[config.mk]
export PLATFORM = sky130hd
export DESIGN_NAME = core2_mul_dispatcher
export DESIGN_NICKNAME = d
export VERILOG_FILES = /design/src/rtl/core2_mul_dispatcher.sv
export SDC_FILE = /design/constraint.sdc
export NUM_CORES = 1
export LEC_CHECK = 0
export CAP_MARGIN = 20
export CORE_AREA = 2 2 405 407
export DETAILED_ROUTE_END_ITERATION = 6
export DIE_AREA = 0 0 407 409
export PLACE_DENSITY = 0.41
export SLEW_MARGIN = 20
export SYNTH_ARGS = -nofsm -noshare
export SYNTH_HDL_FRONTEND = slang
export SYNTH_SLANG_ARGS = --single-unit
[constraint.sdc]
create_clock -name clk -period 3.42 [get_ports clk]
set_input_delay 0.684 -clock clk [delete_from_list [all_inputs] [get_ports clk]]
set_output_delay 0.684 -clock clk [all_outputs]
set_load 0.01 [all_outputs]
[src/rtl/core2_mul_dispatcher.sv]
// core2_mul_dispatcher
//   Issues one 128x128 multiply at a time to the multiplier core on behalf of
//   the ECC sequencer and returns the 256-bit product (or an error) to it.
//
// Ports
//   clk, rst                 clock, synchronous active-high reset
//   req_valid/req_ready      request handshake (sequencer -> dispatcher)
//   req_op, req_a, req_b     operation code and operands
//   rsp_valid/rsp_ready      response handshake (dispatcher -> sequencer)
//   rsp_data, rsp_err        product (zero on error) and error flag
//   select_line              operation select towards the core
//   core_a, core_b           operands towards the core
//   In_Busy                  one-cycle start strobe towards the core
//   Out_Busy                 core busy indication
//   C_Out                    core product, valid when Out_Busy falls
module core2_mul_dispatcher #(
  parameter logic [2:0] MUL      = 3'b001,
  parameter logic [2:0] IDLE_SEL = 3'b000,
  parameter int         ACK_WAIT = 8,
  parameter int         TIMEOUT  = 1024
) (
  input  logic         clk,
  input  logic         rst,
  input  logic         req_valid,
  output logic         req_ready,
  input  logic [2:0]   req_op,
  input  logic [127:0] req_a,
  input  logic [127:0] req_b,
  output logic         rsp_valid,
  input  logic         rsp_ready,
  output logic [255:0] rsp_data,
  output logic         rsp_err,
  output logic [2:0]   select_line,
  output logic [127:0] core_a,
  output logic [127:0] core_b,
  output logic         In_Busy,
  input  logic         Out_Busy,
  input  logic [255:0] C_Out
);

  localparam int CNT_MAX = (TIMEOUT > ACK_WAIT) ? TIMEOUT : ACK_WAIT;
  localparam int CNT_W   = $clog2(CNT_MAX + 1);

  typedef enum logic [2:0] {
    ST_IDLE,
    ST_ISSUE,
    ST_WAIT_ACK,
    ST_WAIT_DONE,
    ST_RESP
  } state_t;

  state_t             state_reg, state_next;
  logic [CNT_W-1:0]   count_reg, count_next, count_inc;
  logic               err_next;
  logic               capture;
  logic               in_flight_next;
  logic               enter_resp;
  logic               req_fire;
  logic               rsp_fire;

  logic               req_ready_reg;
  logic               rsp_valid_reg;
  logic [255:0]       rsp_data_reg;
  logic               rsp_err_reg;
  logic [2:0]         select_line_reg;
  logic [127:0]       core_a_reg;
  logic [127:0]       core_b_reg;
  logic               in_busy_reg;

  assign req_ready   = req_ready_reg;
  assign rsp_valid   = rsp_valid_reg;
  assign rsp_data    = rsp_data_reg;
  assign rsp_err     = rsp_err_reg;
  assign select_line = select_line_reg;
  assign core_a      = core_a_reg;
  assign core_b      = core_b_reg;
  assign In_Busy     = in_busy_reg;

  assign req_fire = req_valid & req_ready_reg;
  assign rsp_fire = rsp_valid_reg & rsp_ready;

  // Saturating increment: the counter never wraps back to zero.
  assign count_inc = (count_reg == {CNT_W{1'b1}}) ? count_reg : count_reg + CNT_W'(1);

  always_comb begin
    state_next = state_reg;
    count_next = count_reg;
    err_next   = 1'b0;
    capture    = 1'b0;
    case (state_reg)
      ST_IDLE: begin
        // Out_Busy is deliberately not looked at here: a stale busy core
        // must not influence an idle dispatcher.
        count_next = '0;
        if (req_fire) begin
          if (req_op == MUL) begin
            state_next = ST_ISSUE;
          end else begin
            state_next = ST_RESP;
            err_next   = 1'b1;
          end
        end
      end
      ST_ISSUE: begin
        count_next = '0;
        state_next = ST_WAIT_ACK;
      end
      ST_WAIT_ACK: begin
        if (Out_Busy) begin
          state_next = ST_WAIT_DONE;
          count_next = '0;
        end else if (count_reg >= CNT_W'(ACK_WAIT - 1)) begin
          state_next = ST_RESP;
          err_next   = 1'b1;
        end else begin
          count_next = count_inc;
        end
      end
      ST_WAIT_DONE: begin
        if (!Out_Busy) begin
          state_next = ST_RESP;
          capture    = 1'b1;
        end else if (count_reg >= CNT_W'(TIMEOUT - 1)) begin
          state_next = ST_RESP;
          err_next   = 1'b1;
        end else begin
          count_next = count_inc;
        end
      end
      ST_RESP: begin
        count_next = '0;
        if (rsp_fire) begin
          state_next = ST_IDLE;
        end
      end
      default: begin
        state_next = ST_IDLE;
        count_next = '0;
      end
    endcase
  end

  // The core drives its operand path only while selected, so select and
  // operands stay put from ISSUE until the product has been captured.
  assign in_flight_next = (state_next == ST_ISSUE) ||
                          (state_next == ST_WAIT_ACK) ||
                          (state_next == ST_WAIT_DONE);
  assign enter_resp     = (state_next == ST_RESP) && (state_reg != ST_RESP);

  always_ff @(posedge clk) begin
    if (rst) begin
      state_reg       <= ST_IDLE;
      count_reg       <= '0;
      req_ready_reg   <= 1'b0;
      rsp_valid_reg   <= 1'b0;
      rsp_data_reg    <= '0;
      rsp_err_reg     <= 1'b0;
      select_line_reg <= IDLE_SEL;
      core_a_reg      <= '0;
      core_b_reg      <= '0;
      in_busy_reg     <= 1'b0;
    end else begin
      state_reg       <= state_next;
      count_reg       <= count_next;
      // All handshake and core-facing outputs are registered and derived
      // from the next state so they line up with the state they belong to.
      req_ready_reg   <= (state_next == ST_IDLE);
      rsp_valid_reg   <= (state_next == ST_RESP);
      in_busy_reg     <= (state_next == ST_ISSUE);
      select_line_reg <= in_flight_next ? MUL : IDLE_SEL;

      if ((state_reg == ST_IDLE) && (state_next == ST_ISSUE)) begin
        core_a_reg <= req_a;
        core_b_reg <= req_b;
      end else if (!in_flight_next) begin
        core_a_reg <= '0;
        core_b_reg <= '0;
      end

      // Response payload is written once on entry to RESP and then held
      // until the sequencer takes it.
      if (enter_resp) begin
        rsp_err_reg  <= err_next;
        rsp_data_reg <= capture ? C_Out : '0;
      end
    end
  end

endmodule

After elaboration in Yosys (flattened, before gate mapping)
Index checks and enable logic that the tools add are counted.
{"block": "word_totals", "ff_bits": 533, "inputBits": 520, "elab_cells": 65}
{"block": "classes", "addsub": 1, "order_cmp": 2, "n_eq_ne": 15, "n_mux": 28, "bitwise": 2, "n_reduce_logical": 7}
{"operator": "128-bit two-way mux", "count": 3}
{"operator": "256-bit two-way mux", "count": 1}
{"operator": "11-bit two-way mux", "count": 5}
{"operator": "11-bit one-hot mux with 2 select lines", "count": 1}
{"operator": "3-bit two-way mux", "count": 7}
{"operator": "3-bit one-hot mux with 5 select lines", "count": 1}
{"operator": "3-bit by 2-bit equality test with 1-bit output (second input constant)", "count": 4}
{"operator": "11-bit by 1-bit adder with 11-bit output (second input constant)", "count": 1}
{"operator": "11-bit equality test (second input constant)", "count": 1}
{"operator": "11-bit by 10-bit >= comparator with 1-bit output (second input constant)", "count": 1}
{"operator": "11-bit by 3-bit >= comparator with 1-bit output (second input constant)", "count": 1}
{"operator": "3-bit by 1-bit equality test with 1-bit output (second input constant)", "count": 3}
{"operator": "1-bit two-way mux", "count": 9}
{"operator": "3-bit equality test (second input constant)", "count": 2}
{"operator": "3-bit logical NOT", "count": 2}
{"operator": "3-bit != test (second input constant)", "count": 2}
{"operator": "2-bit != test (second input constant)", "count": 2}
{"operator": "1-bit one-hot mux with 3 select lines", "count": 1}
{"operator": "3-bit AND reduction", "count": 1}
{"operator": "1-bit bitwise AND", "count": 2}
{"operator": "1-bit logical AND", "count": 2}
{"operator": "1-bit logical OR", "count": 2}
{"operator": "2-bit by 1-bit != test with 1-bit output (second input constant)", "count": 1}

Logic depth before layout (Yosys ltp)
{"block": "logic_depth", "depth_word": 9, "depth_mapped": 8, "depth_no_buf": 6}

Least setup slack after synthesis
Ideal clock, no wire load.
{"block": "synth_path", "path_kind": "input-to-reg", "from": "input port req_op[1]", "to": "register rsp_data_reg[0] (netlist: rsp_data[0])", "arrival_time_ps": 2248, "required_time_ps": 3361, "path_slack_ps": 1113, "path_stages": 7, "path_cell_list": "or3b_1 -> nor4b_1 -> a2111o_1 -> o22ai_2 -> buf_4 -> buf_4 -> a22o_1"}
{"block": "synth_via", "elab_chain_cells": 6}
{"element": "start, declared", "line": "26", "source": "input logic [2:0] req_op,"}
{"element": "3-bit by 1-bit equality test with 1-bit output", "line": "96", "source": "if (req_op == MUL) begin"}
{"element": "3-bit two-way mux", "line": "96"}
{"element": "3-bit two-way mux", "line": "95", "source": "if (req_fire) begin"}
{"element": "3-bit one-hot mux with 5 select lines", "line": "90", "source": "case (state_reg)"}
{"element": "3-bit equality test", "line": "148", "source": "assign enter_resp = (state_next == ST_RESP) && (state_reg != ST_RESP);"}
{"element": "1-bit logical AND", "line": "148"}
{"element": "end signal, assigned", "line": "184", "source": "rsp_data_reg <= capture ? C_Out : '0;"}
{"element": "end, declared", "line": "63", "source": "logic [255:0] rsp_data_reg;"}
Every way passes these cells.
A chain may end at the register's enable or synchronous reset.

Worst setup path after layout
{"block": "layout_path", "from": "input port req_op[1]", "to": "register rsp_data_reg[46] (netlist: rsp_data[46])"}
Same word-level chain as after synthesis.

==> results.json <==
{
  "cts_buffers": 71,
  "synth_edf_count": 0,
  "synth_async_sr_flop_share_pct": 0,
  "netlist_instances": 1273,
  "numPortBuffers": 1036,
  "hold_path_class": "reg2reg",
  "synthTopCellsByArea": "dfxtp_1 (64%), a22o_1 (27%), buf_4 (1.5%)",
  "clkTransAtPathRegs_ns": 0.06,
  "r2r_start": "count_reg[0]",
  "detail_route.wl_per_cell_um": 23.2,
  "cts_tree": "done",
  "cp-startpoint": "req_op[1]",
  "yosysTopAreaCell": "dfxtp_1",
  "design_area_mm2": 0.0320,
  "cp.arrival_ns": 3.19,
  "synthDistinctLibCells": 56,
  "skew_ns": 0.0285,
  "yosys_warnings": 0,
  "layout_commonest_cell": "clkdlybuf4s50_1",
  "dp_slack_ns": 0.138,
  "worstSetupPathType": "in2reg",
  "clkLatencyLatePin_ns": 0.67,
  "regToRegSetupSlack_ns": 0.90,
  "ctsRootBufferMaster": "clkbuf_16",
  "start_util_pct": 10.2,
  "io_pins": 1039,
  "dieWidth_um": 407,
  "synthFlopType": "dfxtp_1",
  "largest_reg_flops": 256,
  "gp_congestion": 0.796,
  "cts_max_level": 3,
  "min_from": "rsp_data[54]",
  "antenna_found_initial": 51,
  "seq_area_frac_synth_pct": 64.1,
  "drt_iter0_drc": 753,
  "cp_max_fo": 33,
  "dpl.hpwl_um": 86400,
  "wl_um": 105000,
  "hold_viol_final": 0,
  "seqCellArea_mm2": 0.0106,
  "drc": 0,
  "n_fill_cell": 17500,
  "grt_pass1_vias": 15000,
  "setup_tns_ns": 0,
  "fmax_mhz": 385,
  "drv_cap": 0,
  "num-nets-final": 2825,
  "start_kind": "input pin",
  "synth_top_area_share_pct": 64.1,
  "avgSynthCellArea_um2": 13.0,
  "instances_no_fill": 4531,
  "first_pass_iters": 4,
  "syn_area_mm2": 0.0166,
  "grt_pass1_wl_um": 137000,
  "min_period_ns": 2.59,
  "tightest_slew_ns": 0.700,
  "drv_slew": 0,
  "vias": 15200,
  "drive_above_1_share_pct": 6.68,
  "dieHeight_um": 409,
  "dp_cells": 4406,
  "cts_hold_buf": 0,
  "post-cts-setup-buffer-count": 0,
  "setup_slack_ns": 0.825,
  "ant_nets": 0,
  "cellPowerDensity_mw_per_mm2": 481,
  "clock_sinks": 531,
  "grt-ovfl-total": 0,
  "grt_max_degree": 85,
  "viasPerCell": 3.35,
  "coreArea_mm2": 0.162,
  "slew-limit-headroom_pct": 52.9,
  "rsz0062_at_grt": "no",
  "placed_area_mm2": 0.0295,
  "fin_hold_ws_ns": 0.467,
  "cts_resized": 0,
  "finalCritPeriodShare_pct": 75.9,
  "fp-row-count": 148,
  "design.die.area_mm2": 0.166,
  "synth_seq_cells": 531,
  "grt_usage_pct": 12.0,
  "multi_input_area_mm2": 0.00519,
  "area_delta_synth_final_pct": 93.2,
  "cp.required_ns": 4.01,
  "p_leak_uw": 0.0114,
  "setup_viol": 0,
  "crit_path_end_kind": "register",
  "ir_drop_v": 0.000301,
  "clockBufferDepth": 3,
  "status": "completed",
  "layout_common_cells": "clkdlybuf4s50_1 (1036), dfxtp_1 (531), a22o_1 (512), clkbuf_16 (72), buf_12 (22)"
}
==> logic make-up (layout without fill, tap and decap cells) <==
logic type | count (synthesis) | after routing | share of synthesized area (%)
AOI/OAI and AO/OA | 547 | 547 | 28.7
adders and majority gates | 1 | 1 | 0.0754
buffers and inverters | 124 | 1201 | 4.78
DFF | 531 | 531 | 64.1
muxes | 1 | 1 | 0.0603
other | 1 | 7 | 0.0226
and+or+nand+nor | 68 | 68 | 2.27
==> cell usage after synthesis (all sizes together), types with 2 or more instances <==
cell / n
a211o: 2
a21oi: 7
a22o: 512
a31oi: 2
a41oi: 2
and3: 4
and4: 2
buf: 87
clkbuf: 33
dfxtp: 531
inv: 4
nand2: 9
nand3: 8
nand4: 4
nand4b: 2
nor2: 15
nor3: 8
o21ai: 5
o22a: 2
o311ai: 2
or2: 2
or3: 4
or3b: 2
or4: 2
==> power breakdown <==
part | internal (µW) | switching [µW]
clock | 5000 | 3150
sequential | 6210 | 18.5
combinational | 660 | 373
==> area by class of cell <==
cell class / instances / area share, %
Timing Repair Buffer: 1077 / 34.2
Clock buffer: 93 / 6.15
Multi-Input combinational cell: 619 / 16.2
Clock inverter: 27 / 1.73
Sequential cell: 531 / 33.2
Inverter: 4 / 0.0469
Antenna cell: 5 / 0.0390
Tap cell: 2175 / 8.49
==> worst max-delay path, cell delays in order <==
cell             delay, ns
clkdlybuf4s50_1       0.42
or3b_1                0.52
nor4b_1               0.21
a2111o_1              0.45
o22ai_4               0.23
buf_12                0.24
buf_12                0.22
a22o_1                0.16
==> path summary, 6_finish.rpt <==
kind                  end  cells past startpoint
max          rsp_data[46]                      8
min          rsp_data[54]                      1
max reg2reg    core_a[27]                      7
min reg2reg  rsp_data[54]                      1
==> layer usage <==
| metal | vias up | wire length, µm | global-route usage [%] |
|---|---|---|---|
| li1 | 7054 | - | - |
| met1 | 7270 | 43100 | 14.1 |
| met2 | 626 | 50700 | 20.4 |
| met3 | 187 | 9100 | 4.91 |
| met4 | 38 | 2160 | 2.38 |
| met5 | - | 236 | 0 |
==> through the flow <==
| stage | util [%] | total power [µW] |
|---|---|---|
| after floorplan | - | 6600 |
| after global placement | 18.2 | 7410 |
| after detailed placement | 18.2 | 7410 |
| after CTS | 19.8 | 15800 |
| after global routing | 19.8 | 16000 |
| final | 19.8 | 15400 |
(Power assumes the default switching activity.)
